**config.mk**
```make
export PLATFORM = sky130hd
export DESIGN_NAME = control_sequencer
export DESIGN_NICKNAME = d
export VERILOG_FILES = /design/src/rtl/control_sequencer.sv
export SDC_FILE = /design/constraint.sdc
export NUM_CORES = 1
export LEC_CHECK = 0
export ABC_AREA = 0
export BUFFER_PORTS_ARGS = -buffer_cell sky130_fd_sc_hd__buf_2
export CAP_MARGIN = 20
export CORE_UTILIZATION = 49
export CTS_CLUSTER_DIAMETER = 40
export CTS_CLUSTER_SIZE = 12
export DETAILED_ROUTE_END_ITERATION = 12
export GPL_ROUTABILITY_DRIVEN = 1
export PLACE_DENSITY = 0.78
export SETUP_SLACK_MARGIN = 0.15
export SYNTH_ARGS = -nofsm -noshare
export SYNTH_HDL_FRONTEND = slang
export SYNTH_SLANG_ARGS = --single-unit
```
**constraint.sdc**
```tcl
create_clock -name CLK -period 2.7 [get_ports CLK]
set_input_delay 0.54 -clock CLK [delete_from_list [all_inputs] [get_ports CLK]]
set_output_delay 0.54 -clock CLK [all_outputs]
set_load 0.05 [all_outputs]
```
**src/rtl/control_sequencer.sv**
```systemverilog
// control_sequencer: ring-counter control unit for the 8-bit single-bus CPU.
// A one-hot ring of T-states (T1..T6) plus an absorbing HALT state steps each
// instruction through fetch and execute. Every datapath strobe is a
// combinational decode of (state, opcode) gated by the advance enable, so the
// datapath samples the strobes on the same rising edge that moves the ring.
// This block is the only bus master selector: at most one *_OE is high per cycle.

module control_sequencer #(
  parameter int OPW       = 4,
  parameter bit SKIP_IDLE = 1'b1
) (
  input  logic           CLK,
  input  logic           RESET,
  input  logic           RUN,
  input  logic           STEP,
  input  logic [OPW-1:0] OPCODE,
  output logic           PC_OE,
  output logic           PC_INC,
  output logic           MAR_WE,
  output logic           MEM_OE,
  output logic           IR_WE,
  output logic           IR_OE,
  output logic           ACC_WE,
  output logic           ACC_OE,
  output logic           B_WE,
  output logic           ALU_OE,
  output logic           ALU_SUB,
  output logic           OUT_WE,
  output logic [2:0]     T_STATE,
  output logic           HALTED,
  output logic           INSTR_DONE
);

  // One-hot ring encoding; bit 6 is the absorbing HALT state.
  localparam logic [6:0] ST_T1   = 7'b000_0001;
  localparam logic [6:0] ST_T2   = 7'b000_0010;
  localparam logic [6:0] ST_T3   = 7'b000_0100;
  localparam logic [6:0] ST_T4   = 7'b000_1000;
  localparam logic [6:0] ST_T5   = 7'b001_0000;
  localparam logic [6:0] ST_T6   = 7'b010_0000;
  localparam logic [6:0] ST_HALT = 7'b100_0000;

  // Opcodes carried in the IR upper nibble.
  localparam logic [OPW-1:0] OP_LDA = OPW'(4'h0);
  localparam logic [OPW-1:0] OP_ADD = OPW'(4'h1);
  localparam logic [OPW-1:0] OP_SUB = OPW'(4'h2);
  localparam logic [OPW-1:0] OP_OUT = OPW'(4'hE);
  localparam logic [OPW-1:0] OP_HLT = OPW'(4'hF);

  // Bit positions inside the internal strobe vector.
  localparam int SB_PC_OE   = 11;
  localparam int SB_PC_INC  = 10;
  localparam int SB_MAR_WE  = 9;
  localparam int SB_MEM_OE  = 8;
  localparam int SB_IR_WE   = 7;
  localparam int SB_IR_OE   = 6;
  localparam int SB_ACC_WE  = 5;
  localparam int SB_ACC_OE  = 4;
  localparam int SB_B_WE    = 3;
  localparam int SB_ALU_OE  = 2;
  localparam int SB_ALU_SUB = 1;
  localparam int SB_OUT_WE  = 0;

  logic [6:0]  state_r;
  logic [6:0]  state_nxt_s;
  logic        adv_s;
  logic        op_lda_s;
  logic        op_add_s;
  logic        op_sub_s;
  logic        op_out_s;
  logic        op_hlt_s;
  logic        op_nop_s;
  logic        last_s;
  logic        done_s;
  logic [11:0] strobe_s;
  logic [11:0] strobe_safe_s;

  // Debug T-state number of a ring state; HALT (and anything illegal) reads 0.
  function automatic logic [2:0] state_num(input logic [6:0] st);
    logic [2:0] num;
    case (st)
      ST_T1:   num = 3'd1;
      ST_T2:   num = 3'd2;
      ST_T3:   num = 3'd3;
      ST_T4:   num = 3'd4;
      ST_T5:   num = 3'd5;
      ST_T6:   num = 3'd6;
      default: num = 3'd0;
    endcase
    return num;
  endfunction

  // Last line of defence for bus ownership: keep only the highest-priority
  // output enable and never let PC_INC coincide with PC_OE.
  function automatic logic [11:0] bus_guard(input logic [11:0] s);
    logic [11:0] g;
    g = s;
    if (g[SB_PC_OE]) begin
      g[SB_MEM_OE] = 1'b0;
      g[SB_IR_OE]  = 1'b0;
      g[SB_ACC_OE] = 1'b0;
      g[SB_ALU_OE] = 1'b0;
      g[SB_PC_INC] = 1'b0;
    end else if (g[SB_MEM_OE]) begin
      g[SB_IR_OE]  = 1'b0;
      g[SB_ACC_OE] = 1'b0;
      g[SB_ALU_OE] = 1'b0;
    end else if (g[SB_IR_OE]) begin
      g[SB_ACC_OE] = 1'b0;
      g[SB_ALU_OE] = 1'b0;
    end else if (g[SB_ACC_OE]) begin
      g[SB_ALU_OE] = 1'b0;
    end else begin
      g = s;
    end
    return g;
  endfunction

  // RUN free-runs, STEP advances once while stalled; both together is one step.
  assign adv_s = RUN | STEP;

  // Opcode class decode; anything unlisted behaves as a NOP.
  always_comb begin
    op_lda_s = (OPCODE == OP_LDA);
    op_add_s = (OPCODE == OP_ADD);
    op_sub_s = (OPCODE == OP_SUB);
    op_out_s = (OPCODE == OP_OUT);
    op_hlt_s = (OPCODE == OP_HLT);
    op_nop_s = ~(op_lda_s | op_add_s | op_sub_s | op_out_s | op_hlt_s);
  end

  // Final T-state of the current instruction: short instructions retire early
  // when idle states are skipped, otherwise every instruction ends in T6.
  always_comb begin
    last_s = (state_r == ST_T6);
    if (SKIP_IDLE) begin
      if ((state_r == ST_T4) && (op_out_s || op_nop_s)) begin
        last_s = 1'b1;
      end else if ((state_r == ST_T5) && op_lda_s) begin
        last_s = 1'b1;
      end else begin
        last_s = (state_r == ST_T6);
      end
    end else begin
      last_s = (state_r == ST_T6);
    end
  end

  // State register: asynchronous reset restarts the ring at T1.
  always_ff @(posedge CLK or posedge RESET) begin
    if (RESET) begin
      state_r <= ST_T1;
    end else begin
      state_r <= state_nxt_s;
    end
  end

  // Next-state: hold while stalled, HALT is absorbing, illegal codes recover to T1.
  always_comb begin
    state_nxt_s = state_r;
    case (state_r)
      ST_T1: begin
        if (adv_s) state_nxt_s = ST_T2;
        else       state_nxt_s = ST_T1;
      end
      ST_T2: begin
        if (adv_s) state_nxt_s = ST_T3;
        else       state_nxt_s = ST_T2;
      end
      ST_T3: begin
        if (adv_s) state_nxt_s = ST_T4;
        else       state_nxt_s = ST_T3;
      end
      ST_T4: begin
        if (!adv_s)        state_nxt_s = ST_T4;
        else if (op_hlt_s) state_nxt_s = ST_HALT;
        else if (last_s)   state_nxt_s = ST_T1;
        else               state_nxt_s = ST_T5;
      end
      ST_T5: begin
        if (!adv_s)      state_nxt_s = ST_T5;
        else if (last_s) state_nxt_s = ST_T1;
        else             state_nxt_s = ST_T6;
      end
      ST_T6: begin
        if (adv_s) state_nxt_s = ST_T1;
        else       state_nxt_s = ST_T6;
      end
      ST_HALT: state_nxt_s = ST_HALT;
      default: state_nxt_s = ST_T1;
    endcase
  end

  // Output decode: strobes for the current T-state, silenced during reset or stall.
  always_comb begin
    strobe_s = 12'd0;
    done_s   = 1'b0;
    if (!RESET && adv_s) begin
      case (state_r)
        ST_T1: begin
          strobe_s[SB_PC_OE]  = 1'b1;
          strobe_s[SB_MAR_WE] = 1'b1;
        end
        ST_T2: begin
          strobe_s[SB_PC_INC] = 1'b1;
        end
        ST_T3: begin
          strobe_s[SB_MEM_OE] = 1'b1;
          strobe_s[SB_IR_WE]  = 1'b1;
        end
        ST_T4: begin
          if (op_lda_s || op_add_s || op_sub_s) begin
            strobe_s[SB_IR_OE]  = 1'b1;
            strobe_s[SB_MAR_WE] = 1'b1;
          end else if (op_out_s) begin
            strobe_s[SB_ACC_OE] = 1'b1;
            strobe_s[SB_OUT_WE] = 1'b1;
          end else begin
            strobe_s = 12'd0;
          end
        end
        ST_T5: begin
          if (op_lda_s) begin
            strobe_s[SB_MEM_OE] = 1'b1;
            strobe_s[SB_ACC_WE] = 1'b1;
          end else if (op_add_s || op_sub_s) begin
            strobe_s[SB_MEM_OE]  = 1'b1;
            strobe_s[SB_B_WE]    = 1'b1;
            strobe_s[SB_ALU_SUB] = op_sub_s;
          end else begin
            strobe_s = 12'd0;
          end
        end
        ST_T6: begin
          if (op_add_s || op_sub_s) begin
            strobe_s[SB_ALU_OE]  = 1'b1;
            strobe_s[SB_ACC_WE]  = 1'b1;
            strobe_s[SB_ALU_SUB] = op_sub_s;
          end else begin
            strobe_s = 12'd0;
          end
        end
        ST_HALT: strobe_s = 12'd0;
        default: strobe_s = 12'd0;
      endcase
      done_s = last_s;
    end else begin
      strobe_s = 12'd0;
      done_s   = 1'b0;
    end
  end

  assign strobe_safe_s = bus_guard(strobe_s);

  assign PC_OE      = strobe_safe_s[SB_PC_OE];
  assign PC_INC     = strobe_safe_s[SB_PC_INC];
  assign MAR_WE     = strobe_safe_s[SB_MAR_WE];
  assign MEM_OE     = strobe_safe_s[SB_MEM_OE];
  assign IR_WE      = strobe_safe_s[SB_IR_WE];
  assign IR_OE      = strobe_safe_s[SB_IR_OE];
  assign ACC_WE     = strobe_safe_s[SB_ACC_WE];
  assign ACC_OE     = strobe_safe_s[SB_ACC_OE];
  assign B_WE       = strobe_safe_s[SB_B_WE];
  assign ALU_OE     = strobe_safe_s[SB_ALU_OE];
  assign ALU_SUB    = strobe_safe_s[SB_ALU_SUB];
  assign OUT_WE     = strobe_safe_s[SB_OUT_WE];
  assign INSTR_DONE = done_s;
  assign T_STATE    = state_num(state_r);
  assign HALTED     = (state_r == ST_HALT);

endmodule
```
==> summary.txt, run 1 <==
Die
  – Die height: slightly above 40 um
  – Initial Util: 54.9%
  – Die X: 40.9 um
  – # IOs: 25
  – Row cnt: 13

Yosys
  – Seq cells post-synth: 7
  – Async S/R FF share, synth: between 90% and 100%
  – Seq/Total Area, Yosys: a little under a quarter
  – Largest area contributor in the netlist: dfrtp_1
  – Synth area leaders: dfrtp_1 (20%), nor4b_1 (7.1%), nor2_1 (5.6%)
  – Syn_area_per_cell: 7.56 um^2
  – Post-synth EDFFs: 0
  – Synthesized Nets: ~110
  – Netlist cell types: 38
  – Warnings, synthesis: 0
  – Cell count after synthesis: slightly below 100
  – Cell Area, Synth: around 740 um^2
  – Main synth FF type: dfrtp_1
  – Post-synth top area share: 20.3%

STA
  – Worst EP kind: top-level output
  – Crit. endpoint post-GRT repair: MEM_OE

Place
  – RD Place Congestion: between 0.7 and 0.8
  – Dpl cells: 143
  – Detail Placement HPWL: approximately 1.7 mm
  – Port Buffers: 24

Outcome
  – Error message: [ERROR GRT-0232] Routing congestion too high. Check the congestion heatmap in the GUI.
  – Halt Stage: 5_1_grt
  – Status: stopped before the end

Global routing
  – Pin count of the biggest net entering global routing: 13
  – GRT Residual Overflow: 12
  – Total GRT Usage: between 60% and 70%

CTS
  – Root Driver: clkbuf_4
  – Hold_buf cts: 0
  – CTS buffer count: 3
  – H-tree lvl count: 1
  – CTS max path bufs: 2
  – Sink Count: 7
## synthesized netlist by cell type, drive strengths merged (2+ instances only)
library cell and count:
nand2 6, or3 3, nand3 6, dfrtp 6
xor2 2, buf 2, nor2b 2, nand2b 2
or4b 2, clkbuf 6, nor3b 3, a21oi 3
o21ai 7, nor4b 6, nor2 11, a211oi 3
nor4 5, inv 3, xnor2 3, o31ai 3
## kinds of logic after synthesis
family | Yosys count | share of synthesized area, %
buffers and inverters | 11 | 5.91
DFF | 7 | 23.8
xor gates and xnor gates | 5 | 5.91
AOI/OAI and AO/OA | 21 | 19.6
and+or+nand+nor | 54 | 44.8
## metrics by stage
stage	TNS (ns)	cell area (um^2)	worst slack [ns]	hold WS, ns
2_1_floorplan	-0.0838	817	-0.0838	0.349
3_3_place_gp	0	1030	0.162	0.498
3_5_place_dp	0	1030	0.124	0.504
4_1_cts	-0.0186	1160	-0.0186	0.224
## timing repair
| action | in CTS |
|---|---|
| endpoints found under the setup margin | 9 |
| pin swaps | 4 |
| gates resized for setup | 17 |
| buffers inserted | 5 |
## per-layer routing
layer	global-route usage (%)	overflow
met5	8.33	0
met4	76.7	1
met3	45.1	0
met2	88.3	11
met1	68.1	0
==> run 2, diff against run 1 <==
- CORE_AREA: not set -> 2 2 63 65
- CORE_UTILIZATION: 49 -> not set
- CTS_CLUSTER_DIAMETER: 40 -> not set
- CTS_CLUSTER_SIZE: 12 -> not set
- DIE_AREA: not set -> 0 0 65 67
- PLACE_DENSITY: 0.78 -> not set
- PLACE_DENSITY_LB_ADDON: not set -> 0.15
- SETUP_SLACK_MARGIN: 0.15 -> not set
==> summary.txt, run 2 <==
Cells and area
  – Area Overhead vs Synth: 49.5%
  – Commonest non-fill, non-tap cell in the layout: buf_2
  – Antenna diode count: 0
  – Max reg flops: 7
  – Final core utilization: 30.7%
  – Commonest cells after routing, fill and taps aside: buf_2 (21), buf_4 (16), nor2_1 (9)
  – Top reg by flops: state_r
  – Final #Nets: 143
  – Final cell count without fillers: approximately 180
  – Layout cells sized above 1: about 44%
  – Largest regs: state_r: 7 flops

Power
  – Power per cell area: between 700 and 800 nW/um^2
  – Worst vdd ir: 0.301 mV
  – Leakage: between 0.4 and 0.5 nW

Place
  – Port Buffers: 24 (unchanged)
  – Place WS: 0.114 ns (-0.0102 ns)
  – Dpl cells: 175 (+22%)
  – RD Place Congestion: 0.764 (-0.84%)
  – Detail Placement HPWL: 1.95 mm (+17%)

Global routing
  – Pin count of the biggest net entering global routing: 13
  – Total GRT Usage: a little under an eighth
  – Number of global-route vias before repair: 826
  – First-pass GRT wire length: 3.97 mm
  – Initial antenna violation count: 0
  – GRT Residual Overflow: 0

Setup path
  – FF-to-FF path depth: 5
  – Critical path's slowest cell: or4_4
  – CP Data Required Time: around 2.2 ns
  – Critical path type: reg2out
  – CP Capture Type: output port
  – Crit path cell chain: or4_4 > or2_4 > or3b_4 > a21oi_2 > buf_6
  – Crit path DAT: around 2.1 ns
  – Slowest stage delay, CP: around 0.53 ns
  – CP Launch Type: flip-flop
  – Crit path max fanout: 3

Die
  – # IOs: 25 (unchanged)
  – Row cnt: 22 (+9)
  – Die X: 65 um (+59%)
  – Core area: around 3600 um^2
  – Die height: 67 um (+64%)
  – DIE AREA: approximately 4400 um^2
  – Initial Util: 20.5% (-34 points)

Drt
  – DR pass1 iterations: 4
  – WL/cell: between 10 and 15 um
  – Routed WL: between 2 and 2.5 mm
  – Vias per cell: 4.84
  – Residual DRC count: 0
  – Antenna violation net count after detailed routing: 0
  – Vias: 880
  – Detailed Route Iter0 Violations: 19

STA
  – Min Clock Period, post-route: approximately 2.6 ns
  – Max Slew Vio Count: 0
  – Finish-stage setup viols: 0
  – Post-route setup slack: roughly 0.063 ns
  – Period utilisation layout: between 90% and 100%
  – Final hold vios: 0
  – Clk_skew: 0.00348 ns
  – Worst relative slew slack: about 67%
  – WHS: around 0.3 ns
  – Least-Margin Pin Slew: ~0.50 ns
  – RSZ-0062 raised after global routing: false
  – Max Fclk: 379 MHz

Yosys
  – Cell count after synthesis: 98 (unchanged)
  – Warnings, synthesis: 0 (unchanged)
  – Seq cells post-synth: 7 (unchanged)
  – Post-synth EDFFs: 0 (unchanged)
  – Synth area leaders: dfrtp_1 (20%), nor4b_1 (7.1%), nor2_1 (5.6%)
  – Cell Area, Synth: 741 um^2 (unchanged)
  – Seq/Total Area, Yosys: 23.8% (unchanged)
  – Synthesized Nets: 106 (unchanged)
  – Main synth FF type: dfrtp_1
  – Top-count cell post-synth: nor2_1
  – Largest area contributor in the netlist: dfrtp_1
  – Netlist cell types: 38 (unchanged)
  – Async S/R FF share, synth: 100% (unchanged)
  – Post-synth top area share: 20.3% (unchanged)
  – Syn_area_per_cell: 7.56 um^2 (unchanged)

CTS
  – Worst-path clk slew: ~0.04 ns
  – Hold_buf cts: 0 (unchanged)
  – CTS max path bufs: 2 (unchanged)
  – CTS buffer count: 3 (unchanged)
  – Sink Count: 7 (unchanged)
  – H-tree lvl count: 1 (unchanged)
  – Clk_lat worst skew: 0.22 ns
  – CTS tree: done
  – Root Driver: clkbuf_8

Flow run
  – Max-cap violation count: 0

Outcome
  – Status: finished clean

Worst hold path
  – HP Class: in2async
run 2: final cells by class:
class | instances | area [um^2]
clock buffers | 4 | 45.0
fillers | 394 | 2500
inverters | 3 | 11.3
multi-input cells | 80 | 559
flip-flops and latches | 7 | 176
well taps | 48 | 60.1
repair buffers | 40 | 255
run 2: cells by family after synthesis:
family / synth area share [%]
buffers and inverters: 5.91
AO/OA/AOI/OAI: 19.6
AND/OR/NAND/NOR: 44.8
XOR/XNOR: 5.91
flip-flops: 23.8
run 2: repair_timing:
item	4_1_cts	5_1_grt
pin swaps	4	4
gates resized for setup	4	4
setup buffers	2	1
endpoints found under the setup margin	2	7
run 2: final timing paths:
path	end	slack (ns)	from
setup / recovery	MEM_OE	0.06	state_r[4]
hold reg to reg	state_r[1]	0.64	state_r[3]
min in group CLK	state_r[1]	0.64	state_r[3]
max in group asynchronous	state_r[0]	2.18	RESET
hold / removal	state_r[2]	0.31	RESET
setup reg to reg	state_r[0]	0.71	state_r[4]
run 2: layer usage:
layer / track usage, % / vias up / part of all wire [%]
li1: - / 438 / -
met1: 15.2 / 425 / 47
met2: 20.6 / 15 / 51
met3: 0.507 / 2 / 1.4
met4: 4.79 / 0 / 0.49
met5: 0 / - / 0
run 2: metrics by stage:
step	setup TNS, ns	power (mW)	cell area (um^2)
after floorplan	-2.02	0.511	763
after global placement	0	0.637	1010
after detailed placement	0	0.638	1010
after CTS	0	0.805	1080
after global routing	0	0.865	1110
final	0	0.809	1110
run 2: critical path: cells and delay by family (launching register included):
family                 cells  cell delay, ns
and+or+nand+nor            3            1.20
DFF                        1            0.37
buffers and inverters      1            0.17
AOI/OAI and AO/OA          1            0.14
run 2: power by group:
part / switching (mW) / internal [mW]
clock network: 0.0422 / 0.102
logic: 0.308 / 0.190
registers: 0.0338 / 0.133
Note: power is estimated with default switching activity, not from simulation.
